===== src/rtl/pulse_seq_gen.sv =====
// ---------------------------------------------------------------------------
// pulse_seq_gen
//   Frame-based multi-channel pulse sequencer. A shared frame counter runs
//   0..period_s and wraps. Each channel raises its pulse while the count lies
//   in [delay+1, delay+width]. Continuous, burst and single-shot modes are
//   supported. All configuration goes through shadow registers. A
//   configuration loaded while running is held pending and takes effect at
//   the next frame wrap.
//
// Ports
//   m_clk       system clock, rising edge
//   m_rst       asynchronous active-high reset
//   en          run enable for continuous mode
//   trig        one-cycle start request for burst / single-shot
//   cfg_load    one-cycle request to capture all configuration inputs
//   mode        00 continuous, 01 burst, 10 single-shot, 11 off
//   period      terminal count; the frame lasts period+1 cycles
//   burst_len   number of frames per burst
//   ch_delay    packed per-channel delays, channel k at [k*DLY_W +: DLY_W]
//   ch_width    packed per-channel widths, channel k at [k*PW_W +: PW_W]
//   pulse_out   registered channel pulses
//   frame_sync  one-cycle marker per frame
//   busy        high while running
//   cfg_ack     one-cycle pulse after the shadow registers update
//
// State | meaning
//   IDLE  | counter parked at 0, waiting for en/trig (r_start arms the start)
//   RUN   | frame counter active, stop is decided only at frame wrap
// ---------------------------------------------------------------------------
module pulse_seq_gen #(
    parameter int CNT_W = 32,
    parameter int N_CH  = 2,
    parameter int DLY_W = 16,
    parameter int PW_W  = 8,
    parameter int BL_W  = 8
) (
    input  logic                  m_clk,
    input  logic                  m_rst,
    input  logic                  en,
    input  logic                  trig,
    input  logic                  cfg_load,
    input  logic [1:0]            mode,
    input  logic [CNT_W-1:0]      period,
    input  logic [BL_W-1:0]       burst_len,
    input  logic [N_CH*DLY_W-1:0] ch_delay,
    input  logic [N_CH*PW_W-1:0]  ch_width,
    output logic [N_CH-1:0]       pulse_out,
    output logic                  frame_sync,
    output logic                  busy,
    output logic                  cfg_ack
);
    localparam int CW1 = CNT_W + 1;
    localparam int BW1 = BL_W + 1;

    localparam logic [0:0] S_IDLE = 1'b0;
    localparam logic [0:0] S_RUN  = 1'b1;

    localparam logic [1:0] M_CONT   = 2'b00;
    localparam logic [1:0] M_BURST  = 2'b01;
    localparam logic [1:0] M_SINGLE = 2'b10;
    localparam logic [1:0] M_OFF    = 2'b11;

    logic [0:0]            r_state;
    logic                  r_start;
    logic [CNT_W-1:0]      r_count;
    logic [BL_W-1:0]       r_frames;

    logic [1:0]            r_mode_s;
    logic [CNT_W-1:0]      r_period_s;
    logic [BL_W-1:0]       r_bl_s;
    logic [N_CH*DLY_W-1:0] r_dly_s;
    logic [N_CH*PW_W-1:0]  r_wid_s;

    logic                  r_pend;
    logic [1:0]            r_mode_p;
    logic [CNT_W-1:0]      r_period_p;
    logic [BL_W-1:0]       r_bl_p;
    logic [N_CH*DLY_W-1:0] r_dly_p;
    logic [N_CH*PW_W-1:0]  r_wid_p;

    logic [N_CH-1:0]       r_pulse;
    logic                  r_fsync;
    logic                  r_cfg_ack;

    logic [CNT_W-1:0]      w_per_eff;
    logic                  w_wrap;
    logic                  w_apply;
    logic [1:0]            w_src_mode;
    logic [CNT_W-1:0]      w_src_period;
    logic [BL_W-1:0]       w_src_bl;
    logic [N_CH*DLY_W-1:0] w_src_dly;
    logic [N_CH*PW_W-1:0]  w_src_wid;
    logic [1:0]            w_nxt_mode;
    logic [BL_W-1:0]       w_nxt_bl;
    logic [BL_W-1:0]       w_bl_eff;
    logic                  w_last_frame;
    logic                  w_start_req;
    logic [CW1-1:0]        w_cnt_x;
    logic [N_CH-1:0]       w_hit;

    assign w_per_eff = (r_period_s == '0) ? CNT_W'(1) : r_period_s;
    assign w_wrap    = (r_state == S_RUN) && (r_count == w_per_eff);

    // A load on the wrap cycle itself wins over an older pending request.
    assign w_src_mode   = cfg_load ? mode      : r_mode_p;
    assign w_src_period = cfg_load ? period    : r_period_p;
    assign w_src_bl     = cfg_load ? burst_len : r_bl_p;
    assign w_src_dly    = cfg_load ? ch_delay  : r_dly_p;
    assign w_src_wid    = cfg_load ? ch_width  : r_wid_p;

    assign w_apply = ((r_state == S_IDLE) && cfg_load) || (w_wrap && (cfg_load || r_pend));

    // Start and stop decisions look at the configuration that is in force
    // after this edge, so a same-cycle load and trigger starts with the new setup.
    assign w_nxt_mode = w_apply ? w_src_mode : r_mode_s;
    assign w_nxt_bl   = w_apply ? w_src_bl   : r_bl_s;
    assign w_bl_eff   = (w_nxt_bl == '0) ? BL_W'(1) : w_nxt_bl;

    assign w_start_req = (r_state == S_IDLE) && !r_start &&
                         (((w_nxt_mode == M_CONT) && en) ||
                          (((w_nxt_mode == M_BURST) || (w_nxt_mode == M_SINGLE)) && trig));

    always_comb begin
        w_last_frame = 1'b1;
        case (w_nxt_mode)
            M_CONT:   w_last_frame = !en;
            M_BURST:  w_last_frame = ({1'b0, r_frames} + BW1'(1)) >= {1'b0, w_bl_eff};
            M_SINGLE: w_last_frame = 1'b1;
            M_OFF:    w_last_frame = 1'b1;
            default:  w_last_frame = 1'b1;
        endcase
    end

    // One extra bit keeps delay+width from wrapping around.
    assign w_cnt_x = {1'b0, r_count};

    always_comb begin
        w_hit = '0;
        for (int k = 0; k < N_CH; k++) begin
            w_hit[k] = (r_wid_s[k*PW_W +: PW_W] != '0) &&
                       (w_cnt_x >= CW1'(r_dly_s[k*DLY_W +: DLY_W]) + CW1'(1)) &&
                       (w_cnt_x <= CW1'(r_dly_s[k*DLY_W +: DLY_W]) + CW1'(r_wid_s[k*PW_W +: PW_W]));
        end
    end

    always_ff @(posedge m_clk or posedge m_rst) begin
        if (m_rst) begin
            r_state    <= S_IDLE;
            r_start    <= 1'b0;
            r_count    <= '0;
            r_frames   <= '0;
            r_mode_s   <= M_OFF;
            r_period_s <= '0;
            r_bl_s     <= '0;
            r_dly_s    <= '0;
            r_wid_s    <= '0;
            r_pend     <= 1'b0;
            r_mode_p   <= '0;
            r_period_p <= '0;
            r_bl_p     <= '0;
            r_dly_p    <= '0;
            r_wid_p    <= '0;
            r_pulse    <= '0;
            r_fsync    <= 1'b0;
            r_cfg_ack  <= 1'b0;
        end else begin
            r_cfg_ack <= w_apply;
            r_fsync   <= (r_state == S_RUN) && (r_count == '0);
            r_pulse   <= (r_state == S_RUN) ? w_hit : '0;

            if (w_apply) begin
                r_mode_s   <= w_src_mode;
                r_period_s <= w_src_period;
                r_bl_s     <= w_src_bl;
                r_dly_s    <= w_src_dly;
                r_wid_s    <= w_src_wid;
            end

            if (r_state == S_RUN) begin
                if (w_wrap) begin
                    r_pend <= 1'b0;
                end else if (cfg_load) begin
                    r_pend     <= 1'b1;
                    r_mode_p   <= mode;
                    r_period_p <= period;
                    r_bl_p     <= burst_len;
                    r_dly_p    <= ch_delay;
                    r_wid_p    <= ch_width;
                end
            end

            case (r_state)
                S_IDLE: begin
                    r_count <= '0;
                    if (r_start) begin
                        r_start  <= 1'b0;
                        r_state  <= S_RUN;
                        r_frames <= '0;
                    end else if (w_start_req) begin
                        r_start <= 1'b1;
                    end
                end
                S_RUN: begin
                    if (w_wrap) begin
                        r_count <= '0;
                        if (w_last_frame) begin
                            r_state <= S_IDLE;
                        end else if (r_frames != '1) begin
                            r_frames <= r_frames + 1'b1;
                        end
                    end else begin
                        r_count <= r_count + 1'b1;
                    end
                end
                default: begin
                    r_state <= S_IDLE;
                    r_start <= 1'b0;
                    r_count <= '0;
                end
            endcase
        end
    end

    assign pulse_out  = r_pulse;
    assign frame_sync = r_fsync;
    assign busy       = (r_state == S_RUN);
    assign cfg_ack    = r_cfg_ack;

endmodule


===== config.mk =====
export PLATFORM = sky130hd
export DESIGN_NAME = pulse_seq_gen
export DESIGN_NICKNAME = d
export VERILOG_FILES = /design/src/rtl/pulse_seq_gen.sv
export SDC_FILE = /design/constraint.sdc
export NUM_CORES = 1
export LEC_CHECK = 0
export ABC_AREA = 1
export BUFFER_PORTS_ARGS = -buffer_cell sky130_fd_sc_hd__buf_2
export CAP_MARGIN = 20
export CORE_MARGIN = 1
export CORE_UTILIZATION = 55
export CTS_BUF_LIST = sky130_fd_sc_hd__clkbuf_8
export CTS_CLUSTER_DIAMETER = 30
export CTS_CLUSTER_SIZE = 28
export DETAILED_ROUTE_END_ITERATION = 6
export GPL_TIMING_DRIVEN = 0
export PLACE_DENSITY = 0.73
export SETUP_SLACK_MARGIN = 0.2
export SLEW_MARGIN = 20
export SYNTH_ARGS = -nofsm -noshare
export SYNTH_HDL_FRONTEND = slang
export SYNTH_SLANG_ARGS = --single-unit

===== constraint.sdc =====
create_clock -name m_clk -period 7.6 [get_ports m_clk]
set_input_delay 0.38 -clock m_clk [delete_from_list [all_inputs] [get_ports m_clk]]
set_output_delay 0.38 -clock m_clk [all_outputs]
set_load 0.1 [all_outputs]

==> results of run 1 <==
-- worst max-delay path: cells and delay by family, from the launching register on --
kind	cells	cell delay, ns
AOI/OAI and AO/OA	5	0.64
adders and majority gates	1	0.27
buffers and inverters	4	0.81
DFF	1	0.66
and+or+nand+nor	19	1.88
-- how the worst min path moves through the flow --
stage                                      end  slack, ns  cells after the start
global route               r_start$_DFFE_PP0N_       0.08                      5
finish                     r_start$_DFFE_PP0N_       0.07                      5
global placement           r_start$_DFFE_PP0N_       0.46                      2
floorplan                  r_start$_DFFE_PP0N_       0.45                      2
detailed placement  r_period_p[21]$_DFFE_PP0P_       0.43                      2
CTS                        r_start$_DFFE_PP0N_       0.03                      5
-- where the power goes --
part | switching, mW | leakage [nW] | total, mW | internal [mW]
Clock | 0.654 | 0.645 | 1.63 | 0.971
Sequential | 0.105 | 2.73 | 1.40 | 1.30
Combinational | 0.387 | 5.04 | 0.643 | 0.256
-- routing by layer --
| metal | share of wire, % | GRT usage, % |
|---|---|---|
| met1 | 45 | 39.0 |
| met2 | 47 | 48.0 |
| met3 | 5.0 | 4.31 |
| met4 | 2.8 | 9.91 |
| met5 | 0 | 0 |
-- layout make-up --
class	instances	area, um2
fillers	2138	8420
multi-input cells	1268	7000
flip-flops and latches	227	5680
inverters	222	841
clock buffers	61	840
repair buffers	102	561
clock inverters	36	407
well taps	324	405
plain buffers	69	308
-- stage by stage --
stage          std cells  hold slack [ns]  setup WS [ns]  setup TNS [ns]
6_report            2309           0.0723           3.24               0
5_1_grt             2309           0.0773           2.94               0
4_1_cts             2309           0.0307           3.30               0
3_5_place_dp        2211            0.428           3.17               0
3_3_place_gp        2209            0.463          -1.69         -372.15
2_1_floorplan       1786            0.450           1.00               0
-- cells in the final DEF (no fill, tap or decap), types with 61 or more instances in the layout --
master,instances
xor2_1,75
ha_1,101
buf_2,129
nor2_1,106
o21ai_1,74
dfrtp_1,225
clkbuf_8,61
inv_1,211
o21ai_0,176
nand2_1,495
-- logic make-up after synthesis --
family	after synthesis
DFF	227
muxes	7
and+or+nand+nor	731
adders and majority gates	103
AOI/OAI and AO/OA	324
xor gates and xnor gates	103
buffers and inverters	291
-- sequential cells by signal (all words and copies together) (netlist names) --
| name | flops |
|---|---|
| r_count | 32 |
| r_dly_p | 32 |
| r_dly_s | 32 |
| r_period_p | 32 |
| r_period_s | 32 |
| r_wid_p | 16 |
| r_wid_s | 16 |
| r_bl_p | 8 |
| r_bl_s | 8 |
| r_frames | 8 |
| pulse_out | 2 |
| r_mode_p | 2 |
| r_mode_s | 2 |
| busy | 1 |
| cfg_ack | 1 |
| frame_sync | 1 |
| r_pend | 1 |
| r_start | 1 |
==> summary.md, run 1 <==
| Metric | Value |
|---|---|
| Worst Path Max Fanout | `10` |
| Root cell of the clock tree | `clkbuf_8` |
| Flop2flop setup slack | `3.24 ns` |
| Dominant combinational cell family by area after synthesis | `simple AND/OR/NAND/NOR gates` |
| Final period utilization | `57.3%` |
| Library cell occupying the most area in the post-synthesis netlist | `dfrtp_1` |
| Total number of nets in the final design | `2,140` |
| Cell repeated most along the worst path | `nand2_1` |
| P&R area growth vs syn | `16.1%` |
| Required time of the critical path | `8.13 ns` |
| Die outline width | `161 um` |
| Ys flop type | `dfrtp_1` |
| Worst slew pin tran | `0.941 ns` |
| Launching element type of the critical path | `flip-flop` |
| Synthesis-stage register bit count | `227` |
| Overall via count from detail_route | `12,211` |
| End of the worst register-to-register path | `r_frames[7]$_DFFE_PP0P_` |
| Final Hold Vio Count | `0` |
| Post-route cell area | `16,000 um2` |
| Final-report max-slew violation count | `0` |
| Critical Path Start | `r_count[15]$_DFF_PP0_` |
| Fraction of synthesis flops using an asynchronous set or reset pin | `100%` |
| Overall routed net length | `36,000 um` |
| Largest clock skew in the final design | `0.0460 ns` |
| TritonCTS Buffers | `52` |
| Outcome | `complete, no violations` |
| Overflow left after global routing | `0` |
| Share of the yosys chip area belonging to registers | `41.1%` |
| Global-route wire length before repair | `60,000 um` |
| Multiplexer fraction of the synthesized cell area | `0.507%` |
| # H-tree levels | `2` |
| Depth of the worst register-to-register path | `29` |
| Die span in y | `161 um` |
| Data arrival, critical path | `4.89 ns` |
| XOR/XNOR share of the synthesized area | `6.53%` |
| Vias in the first global route | `12,277` |
| Crit Reg-Reg Startpoint | `r_count[15]$_DFF_PP0_` |
| Worst Setup Path Type | `reg -> reg` |
| Number of buffers inserted to repair setup after CTS | `0` |
| Total global-route track usage | `29.0%` |
| Unique cell type count in the Yosys netlist | `46` |
| Category of the worst setup path capture point | `flip-flop` |
| Starting Density | `56.5%` |
| Synth top area share | `40.7%` |
| Avg WL per Cell | `15.6 um` |
| Total core area | `24,500 um2` |
| Number of cell rows | `57` |
| Fraction of layout cells with a size suffix above 1 | `13.1%` |
| Worst Hold Class | `in -> reg` |
| Diodes inserted | `0` |
| Top post-synthesis cells by area | `dfrtp_1, nand2_1, ha_1` |
| IO Port Bufs | `99` |
| Register clock-pin slew on the reported worst setup and hold paths | `0.06 ns` |
| Avg Synthesized Cell Area | `7.74 um2` |
| Longest Clk Path Bufs | `3` |
| Post-layout min period | `4.36 ns` |
| I/O pins | `100` |
| Crit path to | `r_frames[7]$_DFFE_PP0P_` |
| Synthesized instance count | `1,786` |
| Peak clock frequency supported by timing | `230 MHz` |
| Count of clock tree sinks | `227` |
| Cell Area, Placed | `14,800 um2` |
| Master of the slowest instance on the critical path | `dfrtp_1` |
| Utilization of the core after routing | `65.6%` |
| Pin count of the biggest net entering global routing | `92` |
| CTS tree | `yes` |
| Compound-gate portion of the synthesized area | `12.1%` |
| Hpwl dp | `26,900 um` |
| Clock latency reported for the late side of the worst-skew pair | `0.61 ns` |
| PD cells | `229 nW/um2` |
| Max cap viols | `0` |
| Detail-routed via count per cell | `5.29` |
| Resized cells post-CTS | `0` |
| Antenna-violating nets left | `0` |
| Source of the worst hold timing path | `trig` |
| Simple-gate area share of the yosys netlist | `22.1%` |
| Router iterations before antenna repair | `6` |
| Biggest cell delay along the critical path | `0.66 ns` |
| Net count after synthesis | `1,984` |
| Post-synthesis share of cell area spent on full adders, half adders and majority gates | `9.43%` |
| Top cells by count, synth | `nand2_1, dfrtp_1, inv_1` |
| Static power due to leakage | `8.42 nW` |
| Total die area | `25,800 um2` |
| IR drop worst, VDD | `0.000163 V` |
| Max_slew headroom | `37.3%` |
| Number of remaining DRC errors | `0` |
| Most instantiated library cell after synthesis | `nand2_1` |
| Synth Cell Area | `13,800 um2` |
| Count of hold-fix buffers inserted at cts | `1` |
| Antenna violations before repair | `0` |
| Post-synth EDFFs | `0` |
| Number of warnings issued by yosys | `0` |
| Detailed router's first-iteration violation count | `915` |
| Setup repair after global routing missed its margin | `no` |
| GP Congestion | `0.924` |
| Post-route total power | `3.67 mW` |
| Final setup viols | `0` |
No activity file was read; power rests on OpenSTA's default activity.
==> run 2: changes to the inputs <==
--- a/config.mk
+++ b/config.mk
@@ -5,7 +5,7 @@
 export SDC_FILE = /design/constraint.sdc
 export NUM_CORES = 1
 export LEC_CHECK = 0
-export ABC_AREA = 1
+export ABC_AREA = 0
 export BUFFER_PORTS_ARGS = -buffer_cell sky130_fd_sc_hd__buf_2
 export CAP_MARGIN = 20
 export CORE_MARGIN = 1
@@ -15,7 +15,7 @@
 export CTS_CLUSTER_SIZE = 28
 export DETAILED_ROUTE_END_ITERATION = 6
 export GPL_TIMING_DRIVEN = 0
-export PLACE_DENSITY = 0.73
+export PLACE_DENSITY = 0.76
 export SETUP_SLACK_MARGIN = 0.2
 export SLEW_MARGIN = 20
 export SYNTH_ARGS = -nofsm -noshare
==> constraint.sdc (replaced) <==
create_clock -name m_clk -period 4 [get_ports m_clk]
set_input_delay 0.2 -clock m_clk [delete_from_list [all_inputs] [get_ports m_clk]]
set_output_delay 0.2 -clock m_clk [all_outputs]
set_load 0.1 [all_outputs]
==> run 2 against run 1 <==
  * The run now ends with setup timing left
  * Fmax is 5.2% higher
  * Clock skew decreased by 0.013 ns
  * Largest cell class unchanged
  * Utilization is 5.7 points higher
  * Wire length up 6.0%
  * Critical path depth is 11 lower
  * Area after synthesis fell by 1.0%
  * Critical path type unchanged
  * Sequential cell count is the same
  * First-iteration DRC count decreased by 1.5%
  * Register-to-register slack lost 3.4 ns
  * Count of clock-buffer cells in the layout fell by 9
  * Critical endpoint unchanged
  * Combinational power increased to 9.6 times the previous value
  * Synthesized cell count decreased by 27%
==> summary.md, run 2 <==
| Metric | Value |
|---|---|
| Antenna violations before repair | `2` |
| Bufs and invs on worst path | `3` |
| Antenna-violating nets left | `0` |
| Multi-input gate area | `7870 um2` |
| Combinational power share | `47.2%` |
| Synthesis-stage register bit count | `227` |
| Category of the worst setup path capture point | `flip-flop` |
| Hpwl dp | `24,900 um` |
| Total core area | `24,400 um2` |
| I/O pins | `100` |
| Final Hold Vio Count | `0` |
| Worst slew pin tran | `0.933 ns` |
| Smallest hold slack | `0.0265 ns` |
| Worst path depth | `18` |
| Register clock-pin slew on the reported worst setup and hold paths | `0.07 ns` |
| Most common cell after layout, fill and taps aside | `dfrtp_1` |
| Router iterations before antenna repair | `5` |
| Longest Clk Path Bufs | `3` |
| Overall routed net length | `38,200 um` |
| Worst Hold Class | `in -> reg` |
| Global-route wire length before repair | `60,700 um` |
| Worst Setup Path Type | `reg -> reg` |
| Flop2flop setup slack | `-0.14 ns` |
| Overflow left after global routing | `0` |
| Top post-synthesis cells by area | `dfrtp_1, ha_1, mux2_2` |
| Biggest cell delay along the critical path | `0.43 ns` |
| Number of cell rows | `57` |
| GP Congestion | `0.909` |
| Worst hold endpoint | `r_start$_DFFE_PP0N_` |
| Total internal power | `7.66 mW` |
| Max_slew headroom | `37.8%` |
| IR drop worst, VDD | `0.000677 V` |
| Cell Area, Placed | `14,700 um2` |
| Root cell of the clock tree | `clkbuf_8` |
| Count of clock tree sinks | `227` |
| Fill cell instance count of the final layout | `1,692` |
| Detailed router's first-iteration violation count | `901` |
| Synth Cell Area | `13,700 um2` |
| Overall via count from detail_route | `11,603` |
| Total number of nets in the final design | `1,775` |
| Post-synth EDFFs | `0` |
| Required time of the critical path | `4.45 ns` |
| End of the worst register-to-register path | `r_frames[7]$_DFFE_PP0P_` |
| Total global-route track usage | `29.9%` |
| Outcome | `finished, violations left` |
| Most instantiated library cell after synthesis | `dfrtp_1` |
| Unique cell type count in the Yosys netlist | `57` |
| Crit Reg-Reg Startpoint | `r_period_s[22]$_DFFE_PP0N_` |
| Max cap viols | `0` |
| Vias in the first global route | `11,865` |
| Placed Cells | `1,727` |
| Final setup viols | `7` |
| Avg Synthesized Cell Area | `10.5 um2` |
| Synth top area share | `41.2%` |
| Number of cells on the worst hold path | `4` |
| Sw Pwr | `5.43 mW` |
| # H-tree levels | `2` |
| IO Port Bufs | `98` |
| Starting Density | `56.1%` |
| Commonest cells after routing, fill and taps aside | `dfrtp_1, a21oi_1, buf_2` |
| Number of warnings issued by yosys | `0` |
| Static power due to leakage | `7.89 nW` |
| Library cell occupying the most area in the post-synthesis netlist | `dfrtp_1` |
| TritonCTS Buffers | `47` |
| Avg WL per Cell | `19.7 um` |
| Share of power burned in the clock network | `22.3%` |
| Finished Layout Cells | `1,941` |
| Data arrival, critical path | `4.59 ns` |
| Largest clock skew in the final design | `0.0333 ns` |
| Synthesized instance count | `1,298` |
| PD cells | `753 nW/um2` |
| Sequential fraction of design power | `30.5%` |
| Depth of the worst register-to-register path | `18` |
| Post-route cell area | `17,400 um2` |
| Sequential cell area | `5720 um2` |
| Crit path max-delay family | `compound AO/OA/AOI/OAI gates` |
| Top cells by count, synth | `dfrtp_1, a21oi_1, ha_1, mux2_2, mux2i_1` |
| Failing checks | `setup timing` |
| Final-report max-slew violation count | `0` |
| Share of the yosys chip area belonging to registers | `41.5%` |
| CTS tree | `yes` |
| Post-layout min period | `4.14 ns` |
| Pin count of the biggest net entering global routing | `35` |
| Clock latency reported for the late side of the worst-skew pair | `0.58 ns` |
| Master of the slowest instance on the critical path | `dfrtp_1` |
| Number of remaining DRC errors | `0` |
| Total die area | `25,500 um2` |
| Setup repair after global routing missed its margin | `yes` |
| Worst setup timing slack at the placement stage | `-0.564 ns` |
| Detail-routed via count per cell | `5.98` |
| Worst Setup Slack, final | `-0.142 ns` |
| Switching Fraction | `41.5%` |
| P&R area growth vs syn | `27.1%` |
| Fraction of synthesis flops using an asynchronous set or reset pin | `100%` |
| Ys flop type | `dfrtp_1` |
| Post-route total power | `13.1 mW` |
| Die span in y | `160 um` |
| Launching element type of the critical path | `flip-flop` |
| Cells traversed along the worst timing path | `xnor2_1 > nand4_1 > nor4_2 > nand4_1 > o21ai_2 > and2_4 > buf_6 > buf_12 > mux2i_2 > ha_1 > o211ai_1 > o221a_2 > o41a_1 > o21a_1 > buf_6 > nor3b_4 > a21oi_2 > a31o_2` |
| Worst Path Max Fanout | `8` |
| Final period utilization | `104%` |
| Peak clock frequency supported by timing | `241 MHz` |
| Net count after synthesis | `1,496` |
| Die outline width | `160 um` |
| Source of the worst hold timing path | `trig` |
| Fraction of layout cells with a size suffix above 1 | `27.5%` |
==> run 2: area by class of cell <==
class	count	area share [%]
Antenna cell	1	0.0144
Clock inverter	36	2.46
Multi-Input combinational cell	990	45.2
Clock buffer	52	4.11
Timing Repair Buffer	230	10.4
Tap cell	324	2.33
Sequential cell	227	32.9
Buffer	63	2.14
Inverter	18	0.410
==> run 2: power by group through the flow <==
stage          logic, mW  registers, mW  clock network [mW]
2_1_floorplan       4.09           3.72                   0
3_3_place_gp        5.08           3.89                   0
5_1_grt             6.83           4.05                3.08
3_5_place_dp        5.31           3.93                   0
4_1_cts             5.72           3.89                2.95
6_report            6.18           3.99                2.93
==> run 2: metrics by stage <==
| step | TNS [ns] | util (%) |
|---|---|---|
| 2_1_floorplan | 0 | - |
| 3_3_place_gp | -126.99 | 59.8 |
| 3_5_place_dp | -3.28 | 60.4 |
| 4_1_cts | 0 | 70.1 |
| 5_1_grt | -2.25 | 71.3 |
| 6_report | -0.520 | 71.3 |
==> run 2: how the worst max path moves through the flow <==
| stage | endpoint | start |
|---|---|---|
| finish | r_frames[7]$_DFFE_PP0P_ | r_period_s[22]$_DFFE_PP0N_ |
| global route | r_frames[7]$_DFFE_PP0P_ | r_period_s[22]$_DFFE_PP0N_ |
| CTS | r_frames[4]$_DFFE_PP0P_ | r_period_s[31]$_DFFE_PP0N_ |
| detailed placement | r_frames[3]$_DFFE_PP0P_ | r_count[13]$_DFF_PP0_ |
| global placement | busy$_DFF_PP0_ | m_rst |
| floorplan | r_frames[4]$_DFFE_PP0P_ | r_count[13]$_DFF_PP0_ |
==> run 2: kinds of logic after synthesis <==
logic type,share of synthesized area (%)
compound gates,11.5
xor+xnor,7.87
fa+ha+maj,9.53
buf+inv,3.02
flops,41.5
mux,15.8
simple gates,10.7
==> run 2: worst reg2reg max path, cell delays in order, from the launching register on <==
cell and delay (ns):
dfrtp_1 0.43, xnor2_1 0.22, nand4_1 0.16, nor4_2 0.36, nand4_1 0.26, o21ai_2 0.22, and2_4 0.18, buf_6 0.13
buf_12 0.13, mux2i_2 0.22, ha_1 0.27, o211ai_1 0.24, o221a_2 0.22, o41a_1 0.17, o21a_1 0.15, buf_6 0.14
nor3b_4 0.23, a21oi_2 0.09, a31o_2 0.24
==> run 2: routing by layer <==
| layer | part of all wire [%] | vias up | track usage (%) |
|---|---|---|---|
| met1 | 41 | 5669 | 38.5 |
| li1 | - | 5305 | - |
| met4 | 4.8 | 2 | 14.2 |
| met3 | 7.4 | 157 | 6.47 |
| met2 | 47 | 470 | 48.0 |
| met5 | 0.047 | - | 0 |
==> run 2: repair_timing <==
item	CTS	global route
cloned	0	0
endpoints found under the hold margin	179	0
hold buffers	91	0
resized for setup	47	43
setup buffers	21	13
pin swaps	20	31
endpoints found under the setup margin	11	11
